<file path="src/rtl/soc_reset_sequencer_if.sv">
// Pin bundle between the board/clocking side and the SoC reset sequencer.
// The master drives the raw board pins; the slave is the sequencer itself.
interface soc_reset_sequencer_if;
    logic       btn_reset_i;
    logic       clk_locked_i;
    logic       bootsel_i;
    logic       monitor_alert_i;
    logic       soc_rst_no;
    logic       bootsel_o;
    logic [1:0] rst_cause_o;
    logic [7:0] rst_count_o;
    logic       busy_o;

    modport master (
        output btn_reset_i, clk_locked_i, bootsel_i, monitor_alert_i,
        input  soc_rst_no, bootsel_o, rst_cause_o, rst_count_o, busy_o
    );

    modport slave (
        input  btn_reset_i, clk_locked_i, bootsel_i, monitor_alert_i,
        output soc_rst_no, bootsel_o, rst_cause_o, rst_count_o, busy_o
    );
endinterface

</file>
<file path="src/rtl/soc_reset_sequencer.sv">
// SoC reset sequencer: button debounce, lock wait, hold timer, bootsel latch, reset-cause log.
// Build option: define MONITOR_ALERT_RESET_EN to let monitor_alert_i warm-reset the SoC from RUN.
module soc_reset_sequencer #(
    parameter int DEBOUNCE_CYCLES = 16,
    parameter int HOLD_CYCLES     = 64,
    parameter int BOOTSEL_SETUP   = 4
) (
    input  logic                        clk_i,
    input  logic                        rst_i,
    soc_reset_sequencer_if.slave        bus
);

    // state     | meaning
    // ----------+--------------------------------------------------
    // WAIT_LOCK | SoC in reset, waiting for lock and button release
    // HOLD      | lock present, reset hold timer running
    // SAMPLE    | bootsel setup window, latch on last cycle
    // RUN       | SoC released from reset

    localparam int TMAX = (HOLD_CYCLES > BOOTSEL_SETUP) ? HOLD_CYCLES : BOOTSEL_SETUP;
    localparam int TW   = $clog2(TMAX + 1);
    localparam int DW   = $clog2(DEBOUNCE_CYCLES);

    typedef enum logic [1:0] {
        WAIT_LOCK = 2'd0,
        HOLD      = 2'd1,
        SAMPLE    = 2'd2,
        RUN       = 2'd3
    } state_t;

    state_t          r_state;
    state_t          w_state_nxt;

    logic            r_btn_s1;
    logic            r_btn_s2;
    logic            r_btn_deb;
    logic            r_btn_deb_q;
    logic [DW-1:0]   r_deb_cnt;
    logic            r_bs_s1;
    logic            r_bs_s2;
    logic [TW-1:0]   r_tmr;
    logic            r_soc_rst_n;
    logic            r_bootsel;
    logic            r_busy;
    logic [1:0]      r_cause;
    logic [7:0]      r_count;

    logic            w_btn_rise;
    logic            w_alert;
    logic            w_exit;
    logic            w_latch;
    logic [1:0]      w_cause_nxt;

`ifdef MONITOR_ALERT_RESET_EN
    assign w_alert = bus.monitor_alert_i;
`else
    assign w_alert = 1'b0;
`endif

    assign w_btn_rise = r_btn_deb & ~r_btn_deb_q;

    always_ff @(posedge clk_i or posedge rst_i) begin
        if (rst_i) begin
            r_btn_s1    <= 1'b0;
            r_btn_s2    <= 1'b0;
            r_btn_deb   <= 1'b0;
            r_btn_deb_q <= 1'b0;
            r_deb_cnt   <= '0;
            r_bs_s1     <= 1'b0;
            r_bs_s2     <= 1'b0;
        end else begin
            r_btn_s1    <= bus.btn_reset_i;
            r_btn_s2    <= r_btn_s1;
            r_btn_deb_q <= r_btn_deb;
            r_bs_s1     <= bus.bootsel_i;
            r_bs_s2     <= r_bs_s1;
            // Level only flips after DEBOUNCE_CYCLES consecutive disagreeing samples
            if (r_btn_s2 == r_btn_deb) begin
                r_deb_cnt <= '0;
            end else if (r_deb_cnt == DW'(DEBOUNCE_CYCLES - 1)) begin
                r_btn_deb <= ~r_btn_deb;
                r_deb_cnt <= '0;
            end else begin
                r_deb_cnt <= r_deb_cnt + 1'b1;
            end
        end
    end

    always_comb begin
        w_state_nxt = r_state;
        w_exit      = 1'b0;
        w_latch     = 1'b0;
        w_cause_nxt = r_cause;
        case (r_state)
            WAIT_LOCK: begin
                if (bus.clk_locked_i && !r_btn_deb) w_state_nxt = HOLD;
            end
            HOLD: begin
                if (!bus.clk_locked_i || r_btn_deb)          w_state_nxt = WAIT_LOCK;
                else if (r_tmr == TW'(HOLD_CYCLES - 1))      w_state_nxt = SAMPLE;
            end
            SAMPLE: begin
                if (!bus.clk_locked_i) begin
                    w_state_nxt = WAIT_LOCK;
                end else if (r_tmr == TW'(BOOTSEL_SETUP - 1)) begin
                    w_latch     = 1'b1;
                    w_state_nxt = RUN;
                end
            end
            RUN: begin
                if (!bus.clk_locked_i) begin
                    w_state_nxt = WAIT_LOCK;
                    w_exit      = 1'b1;
                    w_cause_nxt = 2'b11;
                end else if (w_btn_rise) begin
                    w_state_nxt = WAIT_LOCK;
                    w_exit      = 1'b1;
                    w_cause_nxt = 2'b01;
                end else if (w_alert) begin
                    w_state_nxt = HOLD;
                    w_exit      = 1'b1;
                    w_cause_nxt = 2'b10;
                end
            end
            default: w_state_nxt = WAIT_LOCK;
        endcase
    end

    always_ff @(posedge clk_i or posedge rst_i) begin
        if (rst_i) begin
            r_state     <= WAIT_LOCK;
            r_tmr       <= '0;
            r_soc_rst_n <= 1'b0;
            r_busy      <= 1'b1;
            r_bootsel   <= 1'b0;
            r_cause     <= 2'b00;
            r_count     <= 8'd0;
        end else begin
            r_state <= w_state_nxt;
            if (w_state_nxt != r_state || r_state == WAIT_LOCK || r_state == RUN) begin
                r_tmr <= '0;
            end else begin
                r_tmr <= r_tmr + 1'b1;
            end
            // Outputs follow the next state so they change in the first cycle of that state
            r_soc_rst_n <= (w_state_nxt == RUN);
            r_busy      <= (w_state_nxt != RUN);
            if (w_latch) r_bootsel <= r_bs_s2;
            if (w_exit) begin
                r_cause <= w_cause_nxt;
                if (r_count != 8'hFF) r_count <= r_count + 8'd1;
            end
        end
    end

    assign bus.soc_rst_no  = r_soc_rst_n;
    assign bus.bootsel_o   = r_bootsel;
    assign bus.rst_cause_o = r_cause;
    assign bus.rst_count_o = r_count;
    assign bus.busy_o      = r_busy;

endmodule

</file>
<file path="src/flat_wrapper.sv">
// flat-port wrapper written by rule: the top's interface ports become plain ports
module soc_reset_sequencer_flat 
#(
    parameter int DEBOUNCE_CYCLES = 16,
    parameter int HOLD_CYCLES     = 64,
    parameter int BOOTSEL_SETUP   = 4
)
  (clk_i, rst_i, bus_btn_reset_i, bus_clk_locked_i, bus_bootsel_i, bus_monitor_alert_i, bus_soc_rst_no, bus_bootsel_o, bus_rst_cause_o, bus_rst_count_o, bus_busy_o);
  soc_reset_sequencer_if bus_i ();
  input  logic clk_i;
  input  logic rst_i;
  input wire logic [$bits(bus_i.btn_reset_i)-1:0] bus_btn_reset_i;
  input wire logic [$bits(bus_i.clk_locked_i)-1:0] bus_clk_locked_i;
  input wire logic [$bits(bus_i.bootsel_i)-1:0] bus_bootsel_i;
  input wire logic [$bits(bus_i.monitor_alert_i)-1:0] bus_monitor_alert_i;
  output wire logic [$bits(bus_i.soc_rst_no)-1:0] bus_soc_rst_no;
  output wire logic [$bits(bus_i.bootsel_o)-1:0] bus_bootsel_o;
  output wire logic [$bits(bus_i.rst_cause_o)-1:0] bus_rst_cause_o;
  output wire logic [$bits(bus_i.rst_count_o)-1:0] bus_rst_count_o;
  output wire logic [$bits(bus_i.busy_o)-1:0] bus_busy_o;
  assign bus_i.btn_reset_i = bus_btn_reset_i;
  assign bus_i.clk_locked_i = bus_clk_locked_i;
  assign bus_i.bootsel_i = bus_bootsel_i;
  assign bus_i.monitor_alert_i = bus_monitor_alert_i;
  assign bus_soc_rst_no = bus_i.soc_rst_no;
  assign bus_bootsel_o = bus_i.bootsel_o;
  assign bus_rst_cause_o = bus_i.rst_cause_o;
  assign bus_rst_count_o = bus_i.rst_count_o;
  assign bus_busy_o = bus_i.busy_o;
  soc_reset_sequencer #(.DEBOUNCE_CYCLES(DEBOUNCE_CYCLES), .HOLD_CYCLES(HOLD_CYCLES), .BOOTSEL_SETUP(BOOTSEL_SETUP)) u_core (.clk_i(clk_i), .rst_i(rst_i), .bus(bus_i));
endmodule
</file>
<file path="config.mk">
export PLATFORM = sky130hd
export DESIGN_NAME = soc_reset_sequencer_flat
export DESIGN_NICKNAME = d
export VERILOG_FILES = /design/src/rtl/soc_reset_sequencer_if.sv /design/src/rtl/soc_reset_sequencer.sv /design/src/flat_wrapper.sv
export SDC_FILE = /design/constraint.sdc
export NUM_CORES = 1
export LEC_CHECK = 0
export BUFFER_PORTS_ARGS = -buffer_cell sky130_fd_sc_hd__buf_2
export CAP_MARGIN = 20
export CORE_MARGIN = 5
export CORE_UTILIZATION = 30
export DETAILED_ROUTE_END_ITERATION = 10
export PLACE_DENSITY = 0.53
export SYNTH_ARGS = -nofsm -noshare
export SYNTH_HDL_FRONTEND = slang
export SYNTH_SLANG_ARGS = --single-unit
export TNS_END_PERCENT = 10
</file>
<file path="constraint.sdc">
create_clock -name clk_i -period 4.3 [get_ports clk_i]
set_clock_uncertainty 0.05 [all_clocks]
set_input_delay 0.645 -clock clk_i [delete_from_list [all_inputs] [get_ports clk_i]]
set_output_delay 0.645 -clock clk_i [all_outputs]
set_load 0.01 [all_outputs]
</file>
=== After elaboration in Yosys (flattened, before gate mapping) ===
Cells that the tools add are included.

* Divide/modulo/power cells: 0
* Muxes and demuxes: 19
* $lt $le $gt $ge: 0
* Shift operators: 0
* Multiply operators: 0
* Equal/unequal tests: 12
* $add $sub $neg: 3
* Reductions and logical operators: 10
* Bitwise logic cells: 4

{| class="wikitable"
|+ Operators by type and width
! operator !! number
|-
| 2-bit 2-to-1 mux || 9
|-
| 8-bit by 1-bit adder with 8-bit output, second input constant || 1
|-
| 4-bit 2-to-1 mux || 2
|-
| 8-bit inequality test, second input constant || 1
|-
| 2-bit case mux with 4 select lines || 1
|-
| 7-bit by 1-bit adder with 7-bit output, second input constant || 1
|-
| 7-bit by 2-bit equality test with 1-bit output, second input constant || 1
|-
| 7-bit by 6-bit equality test with 1-bit output, second input constant || 1
|-
| 7-bit 2-to-1 mux || 1
|-
| 2-bit equality test, second input constant || 3
|-
| 1-bit 2-to-1 mux || 6
|-
| 4-bit by 1-bit adder with 4-bit output, second input constant || 1
|-
| 4-bit equality test, second input constant || 1
|-
| 2-bit AND reduction || 2
|-
| 1-bit logical OR || 3
|-
| 1-bit NOT || 3
|-
| 3-bit AND reduction || 1
|-
| 2-bit by 1-bit equality test with 1-bit output, second input constant || 1
|-
| 1-bit logical NOT || 2
|-
| 2-bit logical NOT || 1
|-
| 2-bit by 1-bit inequality test with 1-bit output, second input constant || 1
|-
| 2-bit inequality test || 1
|-
| 2-bit inequality test, second input constant || 1
|-
| 1-bit bitwise AND || 1
|-
| 2 further kinds || 2
|}

* RAM bits: 0
* Logic and storage cells: 62
* Bits in read-only memories: 0
* Register bits: 32
* Bits in latches: 0
* Memories kept: 0
* Output and inout port bits: 13

=== Longest topological paths before layout ===
* Word-level depth: 9
* Mapped depth: 5
* Gate-level depth less buffers: 5

=== Least setup slack after synthesis ===
No wires, ideal clock.

* Path type: register -> register
* Start point: reg u_core.r_tmr[0]
* End point: reg u_core.r_bootsel (netlist: u_core.bus.bootsel_o)
* Library setup time: 0.125 ns
* Data arrival time: 1.720 ns
* Clock period less this slack: 1.895 ns
* Data required time: 4.125 ns
* Cell stages (with the launch flop): 5
* Setup slack: 2.405 ns
* Cells stage by stage: dfrtp_1 -> ha_1 -> or4b_4 -> or3_1 -> mux2_4

* Word-level cells in the longest chain between the ends: 4

{| class="wikitable"
|+ Ends and longest elaborated chain
! what !! line !! source
|-
| start, declared || soc_reset_sequencer.sv:41 || <nowiki>logic [TW-1:0] r_tmr;</nowiki>
|-
| start signal, assigned || soc_reset_sequencer.sv:143 || <nowiki>r_tmr <= r_tmr + 1'b1;</nowiki>
|-
| 7-bit by 2-bit equality test with 1-bit output || soc_reset_sequencer.sv:105 || <nowiki>end else if (r_tmr == TW'(BOOTSEL_SETUP - 1)) begin</nowiki>
|-
| 1-bit 2-to-1 mux || soc_reset_sequencer.sv:105 ||
|-
| 1-bit 2-to-1 mux || soc_reset_sequencer.sv:103 || <nowiki>if (!bus.clk_locked_i) begin</nowiki>
|-
| 1-bit 2-to-1 mux || soc_reset_sequencer.sv:94 || <nowiki>case (r_state)</nowiki>
|-
| end signal, assigned || soc_reset_sequencer.sv:148 || <nowiki>if (w_latch) r_bootsel <= r_bs_s2;</nowiki>
|-
| end, declared || soc_reset_sequencer.sv:43 || <nowiki>logic r_bootsel;</nowiki>
|}

No other way between the ends.
A chain may end at the register's enable or synchronous reset.

=== Worst setup path in the final report ===
Ends and elaborated chain as after synthesis.

==> run_results.csv <==
group,metric,value,unit
hold_path,hold_path.class,"register to register",
synth,synth-seq-cells,32,
placement,place_area,1550,um2
clock_network,cts.sinks,32,
synth,async_flop_share,1.00,
critical_path,cp.buffers_inverters,0,
clock_network,cts_tree,"yes",
synth,synth_cell_types,38,
routing,wl_per_cell,12.8,um
die,dieArea,6130,um2
timing,rsz0062_at_grt,"false",
synth,synthXorXnorAreaFrac,0.0689,
timing,drv_slew,0,
routing,drcViolationCount,0,
layout,final_cell_mix,"dfrtp_1, buf_2, nor2_1",
die,fp.coreArea,4440,um2
timing,fmax,506,MHz
synth,netlist_instances,119,
synth,syn_area,1400,um2
critical_path,slowest_delay,0.49,ns
critical_path,cpLargestDelayFamily,"simple AND/OR/NAND/NOR gates",
layout,diodes,0,
routing,routed-via-count,947,
routing,drt-total-wl,2500,um
grt,grt_pass1_vias,964,
clock_network,htreeDepth,2,
die,start_util,0.315,
grt,grt_max_degree,33,
routing,initialDrtViolationCount,18,
flow_run,cap_violations,0,
clock_network,clk_latency,0.28,ns
power,power,0.566,mW
critical_path,path_max_fanout,5,
power,p_leak,0.737,nW
timing,final.min_clock_period,1.98,ns
critical_path,setup.worst_path.end_class,"register",
synth,syn_nets,128,
timing,fin_tns_setup,0,ns
power,ir_drop,0.000186,V
placement,routabilityCongestion,0.706,
synth,synth_fa_ha_area_frac,0.0268,
synth,synth_top_family_by_area,"simple AND/OR/NAND/NOR gates",
timing,max_slew_margin,0.621,
routing,vias_per_cell,4.86,
clock_network,root_buffer,"clkbuf_8",
placement,io_buffers,17,
placement,place_inst,187,
clock_network,cts_setup_buffers,0,
timing,finalSetupViolCount,0,
layout,mostFrequentLayoutCell,"dfrtp_1",
clock_network,cts_resized,0,
routing,antenna_left,0,
status,outcome,"completed",
clock_network,numCtsBuffers,5,
layout,syn2layout_area_growth,17.1,%
critical_path,critical_path.slowest_cell,"or4b_4",
clock_network,cts_hold_buffers,0,
die,chipWidth,78.3,um
timing,worst_slew_pin_slew,0.554,ns
layout,layout.area.seq,802,um2
die,die_h,78.3,um
layout,final_cell_area,1640,um2
critical_path,worstPathArrival,2.09,ns
critical_path,required,4.41,ns
synth,avgSynthCellArea,11.8,um2
placement,dpl.hpwl,1770,um
synth,synth.area.mux_share,0.0268,
synth,ys.flop_type,"dfrtp_1",
layout,fillers,444,
synth,yosysSeqAreaShare,0.573,
synth,synth_area_leader_cell,"dfrtp_1",
synth,yosys.area_share.simple,0.173,
grt,grt_overflow,0,
power,power_density,345,nW/um2
timing,fin_crit_sh,0.459,
critical_path,critical_path.startpoint_type,"register",
layout,layout-drive-gt1-share,0.238,
critical_path,path_class,"register to register",
synth,synth_compound_area_frac,0.112,
layout,multi_input_area,569,um2
clock_network,clkTransAtPathRegs,0.06,ns
layout,nets,151,
die,rows,24,
synth,ys_warn_count,0,
grt,grt_usage,0.0902,
timing,hold_viol_final,0,
clock_network,cts_buffer_depth,2,
routing,drt_first_pass_iters,4,
critical_path,worstPathCellList,"ha_1, or4b_4, or3_1, mux2_4",
grt,antenna_found_initial,0,
synth,synth_area_leaders,"dfrtp_1, xnor2_1, nand3_1",
layout,fin_cells,195,
synth,synth_edf_count,0,
synth,synth_top_area_frac,0.555,
grt,grt_first_pass_wirelength,4300,um
die,io_pins,19,
==> power breakdown <==
| part | internal, mW | switching (mW) | total, mW |
|---|---|---|---|
| combinational | 0.00827 | 0.0131 | 0.0213 |
| clock | 0.130 | 0.101 | 0.231 |
| sequential | 0.307 | 0.00561 | 0.313 |
| total | 0.446 | 0.120 | 0.566 |
==> kinds of logic after synthesis <==
kind of cell | count (synthesis)
and+or+nand+nor | 42
DFF | 32
AOI/OAI and AO/OA | 21
xor gates and xnor gates | 11
buffers and inverters | 7
muxes | 3
adders and majority gates | 3
==> synth_stat cells, types with 2 or more instances <==
cell	instances
nand4_1	3
nand2_1	5
o21ai_0	4
xor2_1	4
ha_1	3
nor2b_1	2
nor3b_1	2
a21oi_1	5
mux2_2	2
dfrtp_1	31
inv_1	5
nand3_1	8
nand3b_1	2
and3_1	2
xnor2_1	7
a31oi_1	3
or2_2	2
nor2_1	9
==> flip-flops by register name (all words and copies together), names as in the netlist <==
signal and flops:
u_core.r_deb_cnt 4, u_core.r_tmr 7, u_core.r_btn_s2 1, u_core.r_bs_s2 1, u_core.r_btn_deb 1, u_core.bus.rst_count_o 8, u_core.bus.soc_rst_no 1, u_core.r_btn_deb_q 1
u_core.r_bs_s1 1, u_core.r_btn_s1 1, u_core.bus.busy_o 1, u_core.bus.bootsel_o 1, u_core.r_state 2, u_core.bus.rst_cause_o 2
==> through the flow <==
step           utilization  worst slack (ns)  hold slack, ns
3_3_place_gp         0.348              2.33           0.288
2_1_floorplan            -              2.41           0.281
3_5_place_dp         0.348              2.32           0.290
6_report             0.369              2.32           0.302
4_1_cts              0.369              2.32           0.305
5_1_grt              0.369              2.24           0.322
==> final timing paths <==
| check | startpoint | end | slack (ns) | cells past startpoint |
|---|---|---|---|---|
| setup / recovery | u_core.r_tmr[0] | u_core.bus.bootsel_o | 2.32 | 4 |
| hold / removal | u_core.r_btn_s1 | u_core.r_btn_s2 | 0.30 | 0 |
| setup reg to reg | u_core.r_tmr[0] | u_core.bus.bootsel_o | 2.32 | 4 |
| hold reg to reg | u_core.r_btn_s1 | u_core.r_btn_s2 | 0.30 | 0 |
| max in group asynchronous | rst_i | u_core.bus.busy_o | 3.49 | 3 |
| min in group asynchronous | rst_i | u_core.r_btn_s2 | 0.38 | 3 |
==> layout make-up <==
cell class	count	share of cell area
repair buffers	18	0.0565
multi-input cells	80	0.348
clock buffers	8	0.0550
flip-flops and latches	32	0.490
well taps	52	0.0397
inverters	5	0.0115
==> metal layers <==
metal,track usage,part of all wire,up-vias
met2,0.137,0.45,16
li1,-,-,472
met4,0.0420,0.018,0
met5,0,0,-
met3,0.0400,0.044,5
met1,0.110,0.48,454
No activity file was read; power rests on OpenSTA's default activity.
